[src/rtl/quad_coef_unpack.sv]
// Serial a,b,c coefficient stream to three parallel AXI-Stream masters that present
// each triple together, with framing check and error/triple counters.
module quad_coef_unpack #(
  parameter int unsigned SIZE  = 32,
  parameter int unsigned CNT_W = 16
) (
  input  logic             aclk,
  input  logic             aresetn,
  input  logic [SIZE-1:0]  s_axis_coef_tdata,
  input  logic             s_axis_coef_tvalid,
  output logic             s_axis_coef_tready,
  input  logic             s_axis_coef_tlast,
  output logic [SIZE-1:0]  m_axis_a_tdata,
  output logic             m_axis_a_tvalid,
  input  logic             m_axis_a_tready,
  output logic [SIZE-1:0]  m_axis_b_tdata,
  output logic             m_axis_b_tvalid,
  input  logic             m_axis_b_tready,
  output logic [SIZE-1:0]  m_axis_c_tdata,
  output logic             m_axis_c_tvalid,
  input  logic             m_axis_c_tready,
  output logic [CNT_W-1:0] frame_err_count,
  output logic [CNT_W-1:0] triple_count
);

  localparam logic [1:0] IdxA = 2'd0;
  localparam logic [1:0] IdxB = 2'd1;
  localparam logic [1:0] IdxC = 2'd2;

  logic [1:0]       idx_q, idx_d;
  logic [SIZE-1:0]  sa_q, sa_d, sb_q, sb_d;
  logic [SIZE-1:0]  oa_q, oa_d, ob_q, ob_d, oc_q, oc_d;
  logic             pa_q, pa_d, pb_q, pb_d, pc_q, pc_d;
  logic [CNT_W-1:0] fe_q, fe_d, tc_q, tc_d;

  logic at_c, slot_free, accept, load, frame_err;
  logic pa_rem, pb_rem, pc_rem;

  // A flag survives the edge only if its channel is not being handshaken.
  assign pa_rem    = pa_q & ~m_axis_a_tready;
  assign pb_rem    = pb_q & ~m_axis_b_tready;
  assign pc_rem    = pc_q & ~m_axis_c_tready;
  assign slot_free = ~(pa_rem | pb_rem | pc_rem);
  assign at_c      = (idx_q == IdxC);

  assign s_axis_coef_tready = aresetn & (~at_c | slot_free);
  assign accept    = s_axis_coef_tvalid & s_axis_coef_tready;
  assign load      = accept & at_c;
  assign frame_err = accept & (at_c ? ~s_axis_coef_tlast : s_axis_coef_tlast);

  always_comb begin
    idx_d = idx_q;
    sa_d  = sa_q;
    sb_d  = sb_q;
    oa_d  = oa_q;
    ob_d  = ob_q;
    oc_d  = oc_q;
    pa_d  = pa_rem;
    pb_d  = pb_rem;
    pc_d  = pc_rem;
    fe_d  = fe_q;
    tc_d  = tc_q;

    if (accept) begin
      if (at_c || s_axis_coef_tlast) idx_d = IdxA;
      else                           idx_d = idx_q + 2'd1;
      if (idx_q == IdxA) sa_d = s_axis_coef_tdata;
      if (idx_q == IdxB) sb_d = s_axis_coef_tdata;
    end

    if (load) begin
      oa_d = sa_q;
      ob_d = sb_q;
      oc_d = s_axis_coef_tdata;
      pa_d = 1'b1;
      pb_d = 1'b1;
      pc_d = 1'b1;
    end

    if (frame_err && (fe_q != {CNT_W{1'b1}})) fe_d = fe_q + CNT_W'(1);

    // Count the triple on the edge its last outstanding channel retires.
    if ((pa_q | pb_q | pc_q) && slot_free) tc_d = tc_q + CNT_W'(1);
  end

  always_ff @(posedge aclk or negedge aresetn) begin
    if (!aresetn) begin
      idx_q <= IdxA;
      sa_q  <= '0;
      sb_q  <= '0;
      oa_q  <= '0;
      ob_q  <= '0;
      oc_q  <= '0;
      pa_q  <= 1'b0;
      pb_q  <= 1'b0;
      pc_q  <= 1'b0;
      fe_q  <= '0;
      tc_q  <= '0;
    end else begin
      idx_q <= idx_d;
      sa_q  <= sa_d;
      sb_q  <= sb_d;
      oa_q  <= oa_d;
      ob_q  <= ob_d;
      oc_q  <= oc_d;
      pa_q  <= pa_d;
      pb_q  <= pb_d;
      pc_q  <= pc_d;
      fe_q  <= fe_d;
      tc_q  <= tc_d;
    end
  end

  assign m_axis_a_tdata  = oa_q;
  assign m_axis_b_tdata  = ob_q;
  assign m_axis_c_tdata  = oc_q;
  assign m_axis_a_tvalid = pa_q;
  assign m_axis_b_tvalid = pb_q;
  assign m_axis_c_tvalid = pc_q;
  assign frame_err_count = fe_q;
  assign triple_count    = tc_q;

endmodule

[config.mk]
export PLATFORM = sky130hd
export DESIGN_NAME = quad_coef_unpack
export DESIGN_NICKNAME = d
export VERILOG_FILES = /design/src/rtl/quad_coef_unpack.sv
export SDC_FILE = /design/constraint.sdc
export NUM_CORES = 1
export LEC_CHECK = 0
export ABC_AREA = 1
export BUFFER_PORTS_ARGS = -buffer_cell sky130_fd_sc_hd__buf_2
export CORE_UTILIZATION = 40
export CTS_CLUSTER_SIZE = 8
export DETAILED_ROUTE_END_ITERATION = 12
export GPL_TIMING_DRIVEN = 0
export RECOVER_POWER = 100
export SETUP_SLACK_MARGIN = 0.3
export SYNTH_ARGS = -nofsm -noshare
export SYNTH_HDL_FRONTEND = slang
export SYNTH_SLANG_ARGS = --single-unit
[constraint.sdc]
create_clock -name aclk -period 2.48 [get_ports aclk]
set_input_delay 0.124 -clock aclk [delete_from_list [all_inputs] [get_ports aclk]]
set_output_delay 0.124 -clock aclk [all_outputs]
set_load 0.05 [all_outputs]
# --- After elaboration in Yosys (flattened, before gate mapping) ---
# Cells that the tools add are included.
word_totals:
  ff_bits: 197
classes:
  reduce_logical: 6
  n_eq_ne: 3
  addsub: 3
  n_mux: 5
  bitwise_logic: 18
ops:
  columns: ["op", "count"]
  rows:
  - ["16-bit by 1-bit adder with 16-bit output (second input constant)", 2]
  - ["16-bit != test (second input constant)", 1]
  - ["1-bit AND", 7]
  - ["1-bit inverter", 6]
  - ["1-bit bitwise OR", 5]
  - ["1-bit two-way mux", 4]
  - ["2-bit AND reduction", 2]
  - ["2-bit by 1-bit adder with 2-bit output (second input constant)", 1]
  - ["2-bit by 1-bit == test with 1-bit output (second input constant)", 1]
  - ["2-bit == test (second input constant)", 1]
  - ["1-bit logical AND", 2]
  - ["2-bit zero test", 1]
  - ["2-bit two-way mux", 1]
  - ["1-bit logical OR", 1]

# --- Logic depth before layout (Yosys ltp) ---
# Gate-level depths: netlist of the first run.
depth:
  depth_word: 10
  mapped_depth: 9

# --- Worst setup path after synthesis of the first run ---
# No wires, ideal clock.
synth_path:
  path_kind: "register to register"
  start: "register pb_q, in the netlist m_axis_b_tvalid"
  end: "register oa_q[24], in the netlist m_axis_a_tdata[24]"
  path_buffers: 2
  required_ns: 2.350
  slack_ns: 0.469
  setup_ns: 0.130
  arrival_ns: 1.881
  stages_incl_launch_ff: 9
  cell_sequence: "dfrtp_1 > nand2_2 > nand3_4 > a21boi_4 > nand3_2 > buf_2 > buf_2 > nand2_1 > o21ai_1"
synth_between:
  elab_chain_cells: 8
synth_lines:
  columns: ["item", "line", "source"]
  rows:
  - ["start: declaration", "33", "logic pa_q, pa_d, pb_q, pb_d, pc_q, pc_d;"]
  - ["start signal: assignment", "107", "pb_q <= pb_d;"]
  - ["1-bit AND", "41", "assign pb_rem = pb_q & ~m_axis_b_tready;"]
  - ["1-bit bitwise OR (2 in series)", "43", "assign slot_free = ~(pa_rem | pb_rem | pc_rem);"]
  - ["1-bit inverter", "43", null]
  - ["1-bit bitwise OR", "46", "assign s_axis_coef_tready = aresetn & (~at_c | slot_free);"]
  - ["1-bit AND", "46", null]
  - ["via s_axis_coef_tready", "11", "output logic s_axis_coef_tready,"]
  - ["1-bit AND", "47", "assign accept = s_axis_coef_tvalid & s_axis_coef_tready;"]
  - ["1-bit AND", "48", "assign load = accept & at_c;"]
  - ["end signal: assignment", "91", "oa_q <= '0;"]
  - ["end signal: assignment", "103", "oa_q <= oa_d;"]
  - ["end: declaration", "32", "logic [SIZE-1:0] oa_q, oa_d, ob_q, ob_d, oc_q, oc_d;"]
# The timed path passes the listed nets, and every way through them passes these cells.
# A chain may end at the register's enable or synchronous reset.

# --- Worst setup path after layout of the first run ---
layout_path:
  start: "input port aresetn"
  end: "output port s_axis_coef_tready"
layout_between:
  elab_chain_cells: 1
layout_lines:
  columns: ["item", "line", "source"]
  rows:
  - ["start: declaration", "8", "input logic aresetn,"]
  - ["1-bit AND", "46", null]
  - ["end: declaration", "11", null]
# Every way passes these cells.

==> results of run 1 <==
through the flow:
step	total power (uW)	area, um2	utilization [%]	worst slack, ns
2_1_floorplan	9560	8330	-	0.469
3_3_place_gp	11000	9520	46.9	-3.18
3_5_place_dp	11100	9590	47.2	0.372
4_1_cts	13900	10600	52.1	0.313
5_1_grt	14200	10300	50.9	0.173
6_report	13400	10300	50.9	0.296
sequential cells by signal (all words and copies together) (netlist names):
| signal | flops |
|---|---|
| m_axis_a_tdata | 32 |
| m_axis_b_tdata | 32 |
| m_axis_c_tdata | 32 |
| sa_q | 32 |
| sb_q | 32 |
| frame_err_count | 16 |
| triple_count | 16 |
| idx_q | 2 |
| m_axis_a_tvalid | 1 |
| m_axis_b_tvalid | 1 |
| m_axis_c_tvalid | 1 |
cells by family (layout without fill, tap and decap cells):
logic type,after synthesis,in the layout,synth area share [%]
compound gates,187,187,11.9
flops,197,197,59.2
buf+inv,179,425,9.41
xor+xnor,16,16,1.68
fa+ha+maj,6,6,0.901
simple gates,330,330,17.0
what timing repair did:
action | 4_1_cts | 5_1_grt
endpoints found under the hold margin | 269 | 0
hold buffers | 39 | 0
buffers inserted | 0 | 2
setup endpoints to repair | 0 | 101
worst max path at each step:
| stage | start | to | slack, ns | cells after the start |
|---|---|---|---|---|
| 6_report | aresetn | s_axis_coef_tready | 0.30 | 7 |
| 5_1_grt | aresetn | m_axis_b_tdata[9]$_DFFE_PN0P_ | 0.17 | 11 |
| 4_1_cts | aresetn | m_axis_a_tdata[26]$_DFFE_PN0P_ | 0.31 | 11 |
| 3_5_place_dp | idx_q[0]$_DFFE_PN0P_ | frame_err_count[10]$_DFFE_PN0P_ | 0.37 | 8 |
| 3_3_place_gp | aresetn | frame_err_count[10]$_DFFE_PN0P_ | -3.18 | 5 |
| 2_1_floorplan | m_axis_b_tvalid$_DFF_PN0_ | m_axis_a_tdata[24]$_DFFE_PN0P_ | 0.47 | 8 |
synth_stat cells:
cell      count
nor3_1        8
nor2_2        1
nand2_2       5
buf_6         8
nand2b_1      1
a21boi_4      1
inv_2         1
inv_1       140
buf_4         8
nor2_1       23
o21ai_0      23
o21bai_1     16
nor2_4        4
nand3_4       2
nand3b_1      1
nand3_2       1
a21oi_1       2
nand2_1     244
xor2_1       14
clkbuf_1      4
buf_2        18
nor2_8        1
dfrtp_1     197
nand3_1      27
xnor2_1       2
o21ai_1     145
nand4_1      12
ha_1          6
tightest hold or removal path, cell delays in order:
cell     delay, ns
buf_2         0.13
nand3_4       0.16
a21oi_1       0.08
layout make-up:
type / count / area (um2) / area share [%]
buffer: 38 / 240 / 2.32
timing repair buffer: 214 / 1150 / 11.1
clock buffer: 18 / 429 / 4.15
multi-input combinational: 539 / 2590 / 25.1
sequential: 197 / 4930 / 47.7
tap: 270 / 338 / 3.27
clock inverter: 14 / 130 / 1.26
inverter: 141 / 529 / 5.12
power groups by stage:
| stage | clock [uW] | sequential, uW | combinational (uW) |
|---|---|---|---|
| 2_1_floorplan | 0 | 8010 | 1540 |
| 3_3_place_gp | 0 | 5140 | 5860 |
| 3_5_place_dp | 0 | 5170 | 5930 |
| 4_1_cts | 2750 | 5120 | 6000 |
| 5_1_grt | 2860 | 5300 | 6030 |
| 6_report | 2660 | 5150 | 5580 |
metal layers:
metal | share of wire (%) | vias up | track usage, %
met5 | 0 | - | 0
met4 | 1.0 | 0 | 5.83
met2 | 46 | 153 | 31.8
met1 | 49 | 3153 | 29.2
li1 | - | 3336 | -
met3 | 4.4 | 16 | 3.47
==> results.cfg, run 1 <==
[hold_path]
worstHoldPathCells = 3
hold_end = idx_q[0]$_DFFE_PN0P_
hold_path.class = input pin to register
hp-start = s_axis_coef_tvalid

[die]
start_util_pct = 41.1
io-pin-count = 171
fp-row-count = 52
die_y_um = 146
dieArea_mm2 = 0.0214
core-area_mm2 = 0.0203
die_w_um = 146

[clocking]
htree_levels = 4
cts.sinks = 197
clock_latency_ns = 0.43
clkSlewWorstSetupHoldPaths_ns = 0.06
root_buffer = clkbuf_16
cts_resized = 0
cts_buffers = 17
max-clock-path-buffers = 2
cts_tree = built

[status]
status = complete, no violations

[global_routing]
grt_pass1_vias = 6386
grt_pass1_wl_mm = 34.2
grt_max_degree = 87
antenna_found_initial = 0
overflow = 0
grt_usage_pct = 20.4

[synth]
ys_ff_latch = 197
yosysTopAreaCell = dfrtp_1
synth_cell_type_count = 28
seq_area_frac_synth_pct = 59.2
synth_top_area_share_pct = 59.2
synth_nets = 960
avgSynthCellArea_um2 = 9.11
yosysWarnings = 0
synthTopCellsByArea = dfrtp_1 59%, nand2_1 11%, o21ai_1 8.7%, inv_1 6.3%, nand3_1 1.6%
synth_cells = 915
netlist_area_mm2 = 0.00833

[timing]
setup_tns_ns = 0
fmax_mhz = 458
slew_headroom_pct = 22.7
worst_slew_pin_slew_ns = 1.16
setup_viol = 0
slew_viol_final = 0
worst_clock_skew_ns = 0.0155
whs_ns = 0.122
rsz0062_at_grt = no
finalCritPeriodShare_pct = 88.0
hold_viol_final = 0
period_minus_slack_ns = 2.18

[power]
p_sw_uw = 6510
leakage_uw = 0.00502
ir_worst_vdd_uv = 616
p_sw_share_pct = 48.6
power.internal_uw = 6880
power_frac_comb_pct = 41.7
p_per_area_mw_per_mm2 = 1300
clockPowerShare_pct = 19.9
seq_power_share_pct = 38.4

[routing]
dr.pass1.iters = 4
viasPerCell = 4.65
ant_nets = 0
drt-initial-drc-count = 336
vias = 6658
routedWlPerCell_um = 14.6
drc = 0
wl_mm = 21.0

[critical_path]
worst_path_largest_cell_delay_ns = 0.52
reg2reg_from = idx_q[0]$_DFFE_PN0P_
cp_max_fo = 39
path_class = input pin to output pin
crit_chain = dlygate4sd3_1 > clkbuf_1 > buf_16 > buf_12 > buf_16 > a21boi_4 > clkbuf_1
worst_ep_arrival_time_ns = 2.06
slowest_stage = dlygate4sd3_1
cp-start-kind = input pin
ff2ff_setup_slack_ns = 0.45
crit_buf_inv = 6
required_ns = 2.36
cp_top_family = buffers and inverters
end_kind = output pin
r2r-end = sa_q[24]$_DFFE_PN0P_
reg2reg_depth = 8

[finish]
final_cell_mix = 245 x nand2_1, 197 x dfrtp_1, 147 x clkbuf_1, 140 x inv_1, 136 x o21ai_0
antenna_cells = 0
layout.cells.non_filler = 1431
finalNetCount = 1193
fillers = 1998
drive_gt1_share_pct = 9.73
final_common_cell = nand2_1
area_growth_pct = 24.0

[placement]
numPortBuffers = 170
placedCellCount = 1357
gp_congestion = 0.809
hpwl_mm = 14.5

[flow_run]
cap_viol_max_count = 0
No activity file was read; power rests on OpenSTA's default activity.
==> inputs of run 2 (changes only) <==
--- a/config.mk
+++ b/config.mk
@@ -11,6 +11,7 @@
 export CTS_CLUSTER_SIZE = 8
 export DETAILED_ROUTE_END_ITERATION = 12
 export GPL_TIMING_DRIVEN = 0
+export PLACE_DENSITY = 0.65
 export RECOVER_POWER = 100
 export SETUP_SLACK_MARGIN = 0.3
 export SYNTH_ARGS = -nofsm -noshare
==> run 2 against run 1 <==
Effect of this change: first-iteration DRC count shrank 13%; sequential cell count is the same; maximum frequency grew 2.6%; clock skew shrank 0.0017 ns; wire length grew 0.74%; die area is the same; sequential power is essentially flat; worst hold slack gained 0.017 ns; critical path type is now register to register; largest power group unchanged; highest routed layer unchanged.
==> results.cfg, run 2 (synthesis gave the netlist of run 1 again) <==
[status]
status = complete, no violations

[critical_path]
end_kind = register
cp-startpoint = idx_q[0]$_DFFE_PN0P_
path_class = register to register
required_ns = 2.76
reg2reg_depth = 8
cp-start-kind = register
worst_ep_arrival_time_ns = 2.41
r2r-end = m_axis_a_tdata[26]$_DFFE_PN0P_
ff2ff_setup_slack_ns = 0.35
reg2reg_from = idx_q[0]$_DFFE_PN0P_
cp_max_fo = 10

[routing]
ant_nets = 0
drc = 0
wl_mm = 21.1
drt-initial-drc-count = 291
routedWlPerCell_um = 14.8
vias = 6744
viasPerCell = 4.73
dr.pass1.iters = 5

[placement]
hpwl_mm = 14.8
gp_congestion = 0.844
numPortBuffers = 170
post_dp_cell_area_mm2 = 0.00959
place_ws_ns = 0.363

[finish]
finalInstanceArea_mm2 = 0.0103
drive_gt1_share_pct = 9.00
final_cell_mix = 246 x nand2_1, 197 x dfrtp_1, 147 x clkbuf_1, 144 x o21ai_0, 141 x inv_1
antenna_cells = 0
finalNetCount = 1188
final_common_cell = nand2_1
area_growth_pct = 23.5

[clocking]
cts.sinks = 197
htree_levels = 4
max-clock-path-buffers = 2
clock_latency_ns = 0.43
cts_tree = built
cts_buffers = 17
root_buffer = clkbuf_16
clkSlewWorstSetupHoldPaths_ns = 0.08

[hold_path]
hp-start = s_axis_coef_tvalid
hold_path.class = input pin to register
hold_end = idx_q[0]$_DFFE_PN0P_
worstHoldPathCells = 3

[die]
die_y_um = 146
fp-row-count = 52
dieArea_mm2 = 0.0214
start_util_pct = 41.1
die_w_um = 146
core-area_mm2 = 0.0203
io-pin-count = 171

[timing]
worst_slew_pin_slew_ns = 1.08
hold_viol_final = 0
period_minus_slack_ns = 2.13
fmax_mhz = 470
layout_setup_ws_ns = 0.351
finalCritPeriodShare_pct = 85.8
slew_viol_final = 0
slew_headroom_pct = 27.7
setup_tns_ns = 0
worst_clock_skew_ns = 0.0138
setup_viol = 0
rsz0062_at_grt = no

[flow_run]
cap_viol_max_count = 0

[global_routing]
grt_usage_pct = 20.5
grt_util_met3_pct = 3.41
overflow = 0
grt_pass1_wl_mm = 34.5
met2_usage_pct = 33.0
grt_util_met1_pct = 28.2
grt.busiest_layer = met2
grt_pass1_vias = 6636
grt_max_degree = 83
antenna_found_initial = 0

[power]
finalPower_uw = 13500
leakage_uw = 0.00498
ir_worst_vdd_uv = 688
p_per_area_mw_per_mm2 = 1310
-- run 2: cell types whose count changed in the layout (fill, tap and decap cells not counted), sizes merged --
cell      before  now
inv          151  149
clkinvlp       1    3
bufinv         0    1
clkbuf       173  168
buf           61   62
clkinv         3    1
-- run 2: metal layers --
metal	vias up	wire, um
met1	3238	9890
met2	160	10000
met4	0	354
met5	-	0
li1	3322	-
met3	24	870
-- run 2: worst max-delay path, stage by stage (launching register included) --
cell      delay, ns
dfrtp_1        0.35
inv_1          0.09
ha_1           0.25
a21boi_0       0.24
nand3_1        0.31
buf_2          0.31
clkbuf_2       0.26
nand2_1        0.10
o21ai_0        0.08
-- run 2: layout make-up --
cell class                 count  area [um2]
timing repair buffer         209        1100
clock inverter                13         135
inverter                     141         529
sequential                   197        4930
buffer                        38         234
fill                        1996       10000
tap                          270         338
multi-input combinational    539        2570
clock buffer                  19         453
-- run 2: what timing repair did --
item	4_1_cts	5_1_grt
hold buffers	36	0
setup buffers	0	1
endpoints found under the hold margin	151	0
endpoints found under the setup margin	0	10
gates resized for setup	0	0
-- run 2: report_power, final --
| group | leakage (uW) | switching [uW] | internal, uW |
|---|---|---|---|
| registers | 0.00249 | 715 | 4440 |
| logic | 0.00220 | 4490 | 1090 |
| clock network | 0.000283 | 1280 | 1480 |
-- run 2: worst max-delay path by stage --
stage | to | slack [ns] | depth (start not counted)
final | m_axis_a_tdata[26]$_DFFE_PN0P_ | 0.35 | 8
after global routing | m_axis_a_tdata[24]$_DFFE_PN0P_ | 0.20 | 8
after CTS | frame_err_count[11]$_DFFE_PN0P_ | 0.34 | 8
after detailed placement | frame_err_count[11]$_DFFE_PN0P_ | 0.36 | 8
after global placement | frame_err_count[10]$_DFFE_PN0P_ | -3.12 | 5
after floorplan | m_axis_a_tdata[24]$_DFFE_PN0P_ | 0.47 | 8
-- run 2: metrics by stage --
step | hold WS (ns) | util [%] | cells
floorplan | -0.172 | - | 915
global placement | 0.375 | 46.9 | 1355
detailed placement | 0.0406 | 47.2 | 1357
CTS | 0.125 | 51.9 | 1425
global route | 0.133 | 50.7 | 1426
finish | 0.138 | 50.7 | 1426
